`config.mk`:
```
export PLATFORM = sky130hd
export DESIGN_NAME = fifo_sample_reader
export DESIGN_NICKNAME = d
export VERILOG_FILES = /design/src/rtl/fifo_sample_reader_pkg.sv /design/src/rtl/sample_tick_gen.sv /design/src/rtl/fifo_sample_reader.sv
export SDC_FILE = /design/constraint.sdc
export NUM_CORES = 1
export LEC_CHECK = 0
export ABC_AREA = 1
export CORE_ASPECT_RATIO = 0.6
export CORE_MARGIN = 4
export CORE_UTILIZATION = 49
export CTS_BUF_LIST = sky130_fd_sc_hd__clkbuf_4
export DETAILED_ROUTE_END_ITERATION = 7
export PLACE_DENSITY_LB_ADDON = 0.1
export SLEW_MARGIN = 20
export SYNTH_ARGS = -nofsm -noshare
export SYNTH_HDL_FRONTEND = slang
export SYNTH_HIERARCHICAL = 1
export SYNTH_SLANG_ARGS = --single-unit
```
`constraint.sdc`:
```
create_clock -name clk -period 1.85 [get_ports clk]
set_input_delay 0.2775 -clock clk [delete_from_list [all_inputs] [get_ports clk]]
set_output_delay 0.2775 -clock clk [all_outputs]
set_load 0.01 [all_outputs]
```
`src/rtl/fifo_sample_reader_pkg.sv`:
```
// Shared types for the FIFO drain side of the audio path.
// State encoding and default sample width.
package fifo_sample_reader_pkg;

    localparam int unsigned DATA_WIDTH = 16;

    typedef enum logic [1:0] {
        IDLE    = 2'd0,
        READ    = 2'd1,
        CAPTURE = 2'd2,
        OUTPUT  = 2'd3
    } state_e;

endpackage

```
`src/rtl/sample_tick_gen.sv`:
```
// Sample-period divider: one-cycle tick every CLK_DIV clocks.
// Held at zero while disabled so a restart is a full period.
module sample_tick_gen #(
    parameter int unsigned CLK_DIV = 2268
) (
    input  logic clk,
    input  logic reset,
    input  logic i_enable,
    output logic o_tick
);

    localparam int unsigned W = $clog2(CLK_DIV);
    localparam logic [W-1:0] LAST = W'(CLK_DIV - 1);

    logic [W-1:0] div_q;
    logic [W-1:0] div_d;

    assign o_tick = i_enable && (div_q == LAST);

    always_comb begin
        div_d = div_q + 1'b1;
        if (!i_enable || o_tick) begin
            div_d = '0;
        end
    end

    always_ff @(posedge clk or negedge reset) begin
        if (!reset) begin
            div_q <= '0;
        end else begin
            div_q <= div_d;
        end
    end

endmodule

```
`src/rtl/fifo_sample_reader.sv`:
```
// Drains one sample per tick from the mixer FIFO to the DAC.
// Underflow repeats the last sample or sends silence.
module fifo_sample_reader
    import fifo_sample_reader_pkg::*;
#(
    parameter int unsigned data_width = DATA_WIDTH,
    parameter int unsigned clk_div    = 2268,
    parameter bit          hold_last  = 1'b1,
    parameter int unsigned cnt_width  = 8
) (
    input  logic                  clk,
    input  logic                  reset,
    input  logic                  i_enable,
    input  logic                  i_fifo_empty,
    input  logic [data_width-1:0] i_fifo_data,
    output logic                  o_fifo_rd_en,
    output logic [data_width-1:0] o_sample,
    output logic                  o_sample_valid,
    input  logic                  i_dac_ready,
    output logic                  o_underflow,
    output logic [cnt_width-1:0]  o_underflow_cnt,
    output logic [cnt_width-1:0]  o_overrun_cnt
);

    logic tick;

    state_e                state_q, state_d;
    logic                  rd_en_q, rd_en_d;
    logic [data_width-1:0] sample_q, sample_d;
    logic [data_width-1:0] last_q, last_d;
    logic                  valid_q, valid_d;
    logic                  unf_q, unf_d;
    logic [cnt_width-1:0]  unf_cnt_q, unf_cnt_d;
    logic [cnt_width-1:0]  ovr_cnt_q, ovr_cnt_d;

    sample_tick_gen #(
        .CLK_DIV(clk_div)
    ) u_tick (
        .clk     (clk),
        .reset   (reset),
        .i_enable(i_enable),
        .o_tick  (tick)
    );

    always_comb begin
        state_d   = state_q;
        rd_en_d   = 1'b0;
        sample_d  = sample_q;
        last_d    = last_q;
        valid_d   = valid_q;
        unf_d     = 1'b0;
        unf_cnt_d = unf_cnt_q;
        ovr_cnt_d = ovr_cnt_q;
        unique case (state_q)
            IDLE: begin
                if (tick && !i_fifo_empty) begin
                    state_d = READ;
                    rd_en_d = 1'b1;
                end else if (tick) begin
                    state_d  = OUTPUT;
                    sample_d = hold_last ? last_q : '0;
                    valid_d  = 1'b1;
                    unf_d    = 1'b1;
                    if (unf_cnt_q != '1) begin
                        unf_cnt_d = unf_cnt_q + 1'b1;
                    end
                end
            end
            READ: begin
                state_d = CAPTURE;
            end
            CAPTURE: begin
                sample_d = i_fifo_data;
                last_d   = i_fifo_data;
                valid_d  = 1'b1;
                state_d  = OUTPUT;
            end
            OUTPUT: begin
                if (i_dac_ready) begin
                    valid_d = 1'b0;
                    state_d = IDLE;
                end
            end
            default: begin
                state_d = IDLE;
            end
        endcase
        // A tick that finds the sequencer busy is lost, not queued.
        if (tick && state_q != IDLE && ovr_cnt_q != '1) begin
            ovr_cnt_d = ovr_cnt_q + 1'b1;
        end
    end

    always_ff @(posedge clk or negedge reset) begin
        if (!reset) begin
            state_q   <= IDLE;
            rd_en_q   <= 1'b0;
            sample_q  <= '0;
            last_q    <= '0;
            valid_q   <= 1'b0;
            unf_q     <= 1'b0;
            unf_cnt_q <= '0;
            ovr_cnt_q <= '0;
        end else begin
            state_q   <= state_d;
            rd_en_q   <= rd_en_d;
            sample_q  <= sample_d;
            last_q    <= last_d;
            valid_q   <= valid_d;
            unf_q     <= unf_d;
            unf_cnt_q <= unf_cnt_d;
            ovr_cnt_q <= ovr_cnt_d;
        end
    end

    assign o_fifo_rd_en    = rd_en_q;
    assign o_sample        = sample_q;
    assign o_sample_valid  = valid_q;
    assign o_underflow     = unf_q;
    assign o_underflow_cnt = unf_cnt_q;
    assign o_overrun_cnt   = ovr_cnt_q;

endmodule

```
==> impl_metrics.toml <==
[die]
dieHeight_um = 70.8
placementRows = 22
core_sq_mm = 0.00625
start_util_pct = 51.5
die_x_um = 113
die_area_sq_mm = 0.00797
ioPinCount = 56

[global_routing]
antenna_found_initial = 0
grt_most_used_layer = "met2"
use_met1_pct = 23.5
grt_max_degree = 66
grt_remaining_overflow = 0
track_usage_pct = 17.4
grt_pass1_vias = 2416
grt_pass1_wl_um = 11100
grt_util_met3_pct = 6.24
globalRouteMet2Util_pct = 26.0

[critical_path]
crit_start = "u_tick/div_q[1]$_DFF_PN0_"
endpoint_kind = "flip-flop"
cp_slowest_cell = "dfrtp_1"
cp.arrival_ns = 2.04
start_kind = "flip-flop"
required_ns = 2.14
crit_fanout = 6
max_stage_delay_ns = 0.39
path_class = "flip-flop to flip-flop"
crit_chain = "ha_2, inv_1, nor2_2, nand3_2, nor2_4, buf_6, nand3_4, o211ai_4, clkbuf_16, o21ai_1"
r2r_start = "u_tick/div_q[1]$_DFF_PN0_"

[power]
p_sw_share_pct = 22.3
seq_power_share_pct = 59.5
p_leak_nw = 1.95
p_int_w = 0.00187
combPwrFrac_pct = 4.6
max-vdd-ir-drop_uv = 326
clockPowerShare_pct = 35.9
total_power_w = 0.00240
power.density_mw_per_mm2 = 574
power_switching_w = 0.000535

[clocking]
cts_tree = "yes"
clkSlewWorstSetupHoldPaths_ns = 0.11
cts.sinks = 65
ctsLongestPathBuffers = 2
cts_root_buffer = "clkbuf_4"
cts_buffers = 9
h-tree-depth = 3
clock_latency_ns = 0.40

[logic_synthesis]
synth_nets = 408
ys_seq_area_share_pct = 50.5
synth_largest_area_cell = "dfrtp_1"
async_reset_ff_share_pct = 100
yosysMostFrequentCell = "nand2_1"
synth_seq_cells = 65
yosys.area.top_type_share_pct = 50.5
yosys_warnings = 6
ys_top_cells_by_area = "dfrtp_1, nand2_1, inv_1, nor2_1, and2_1"
syn_avg_cell_area_sq_um = 8.49
synth_area_sq_mm = 0.00322
ys_top_cells_by_count = "nand2_1, dfrtp_1, inv_1"
synth-edff-count = 0
synth_ff_type = "dfrtp_1"
netlist_instances = 379
yosysUniqueCellTypes = 26

[drt]
ant_nets = 0
dr.first_iter.drc_count = 120
vias = 2606
wire_per_inst_um = 12.3
drc = 0
via_per_inst = 4.75
drtPass1Iterations = 4
drt_wl_total_um = 6760

[layout]
antenna_cells = 0
final_nets = 490
final_area_sq_mm = 0.00418
syn_to_final_growth_pct = 29.8
final_cells = 549
nFillCells = 538
drive_above_1_share_pct = 15.1

[timing]
period_needed_ns = 1.75
drv_slew = 0
fin_crit_sh_pct = 94.6
fin_skew_ns = 0.0144
max_freq_ghz = 0.571
slew_headroom_pct = 74.0
tightest_slew_ns = 0.388
tns_ns = 0
setup_viol = 0
hold_viol_final = 0

[placed_design]
gp_congestion = 0.803
dp.cells = 523
io_buffers = 55
placement.cell_area_sq_mm = 0.00393
dp_hpwl_um = 4680

[outcome]
outcome = "complete, no violations"

[flow_run]
drv_cap = 0

[worst_hold_path]
hp-class = "input port to async pin"
==> stage by stage <==
stage	setup WS, ns	hold WS (ns)	utilization (%)
3_5_place_dp	0.0291	0.320	62.8
5_1_grt	-0.0250	0.386	66.9
4_1_cts	0.0237	0.388	64.9
6_report	0.0997	0.389	66.9
3_3_place_gp	0.0732	0.318	62.8
2_1_floorplan	0.145	-0.0181	-
==> power by group through the flow <==
| stage | logic (W) | clock network (W) | registers [W] |
|---|---|---|---|
| after floorplan | 0.0000171 | 0 | 0.00146 |
| after global placement | 0.000102 | 0 | 0.00146 |
| after detailed placement | 0.000104 | 0 | 0.00146 |
| after CTS | 0.000105 | 0.000898 | 0.00143 |
| after global routing | 0.000123 | 0.000964 | 0.00143 |
| final | 0.000109 | 0.000862 | 0.00143 |
==> flip-flops by register name, summed over array words and instances, names as in the netlist <==
name and cells:
o_underflow_cnt 8, last_q 16, o_fifo_rd_en 1, o_sample_valid 1, o_sample 16, state_q 2, o_underflow 1, o_overrun_cnt 8
u_tick/div_q 12
==> worst max-delay path: cells and delay by family (launching register included) <==
family	cells	cell delay [ns]
buf+inv	3	0.41
simple gates	4	0.40
flops	1	0.39
compound gates	2	0.24
fa+ha+maj	1	0.19
==> metal layers <==
metal  vias up  share of wire, %  wire length, um
li1       1340                 -                -
met1      1193                49             3330
met2        66                44             2950
met3         7               5.9              399
met4         0               1.2               79
met5         -                 0                0
==> path summary, 6_finish.rpt <==
kind	to	slack, ns	cells after the start
setup / recovery	o_sample[7]$_DFFE_PN0P_	0.1	10
hold / removal	o_underflow_cnt[0]$_DFFE_PN0P_	0.39	3
setup reg to reg	o_sample[7]$_DFFE_PN0P_	0.1	10
hold reg to reg	o_sample[0]$_DFFE_PN0P_	0.49	2
max in group asynchronous	state_q[1]$_DFFE_PN0P_	1.16	3
min in group clk	o_sample[0]$_DFFE_PN0P_	0.49	2
==> kinds of logic after synthesis <==
logic type | after synthesis | synth area share (%)
xor gates and xnor gates | 9 | 2.45
adders and majority gates | 8 | 3.11
AOI/OAI and AO/OA | 30 | 6.41
and+or+nand+nor | 210 | 29.4
DFF | 65 | 50.5
buffers and inverters | 57 | 8.08
==> cell type report <==
| type | instances | area [sq um] | area share, % |
|---|---|---|---|
| tap | 84 | 105 | 2.51 |
| sequential | 65 | 1630 | 38.9 |
| multi-input combinational | 258 | 1370 | 32.7 |
| clock buffer | 9 | 67.6 | 1.62 |
| clock inverter | 6 | 50.0 | 1.20 |
| inverter | 51 | 196 | 4.70 |
| timing repair buffer | 76 | 768 | 18.4 |
==> cells in the final DEF, fill, tap and decap left out, types with 10 or more instances in the layout <==
cell type and n:
nand2_1 122, o21ai_2 10, nor2_1 25, and2_1 16, nand3_1 18, buf_4 14, inv_1 47, dfrtp_1 65
clkdlybuf4s50_1 54
==> repair_timing <==
item	in CTS	in global routing
resized for setup	0	9
hold endpoints to repair	65	0
endpoints found under the setup margin	0	29
setup buffers	0	7
hold buffers	1	0
Power figures use the tool's default switching activity.
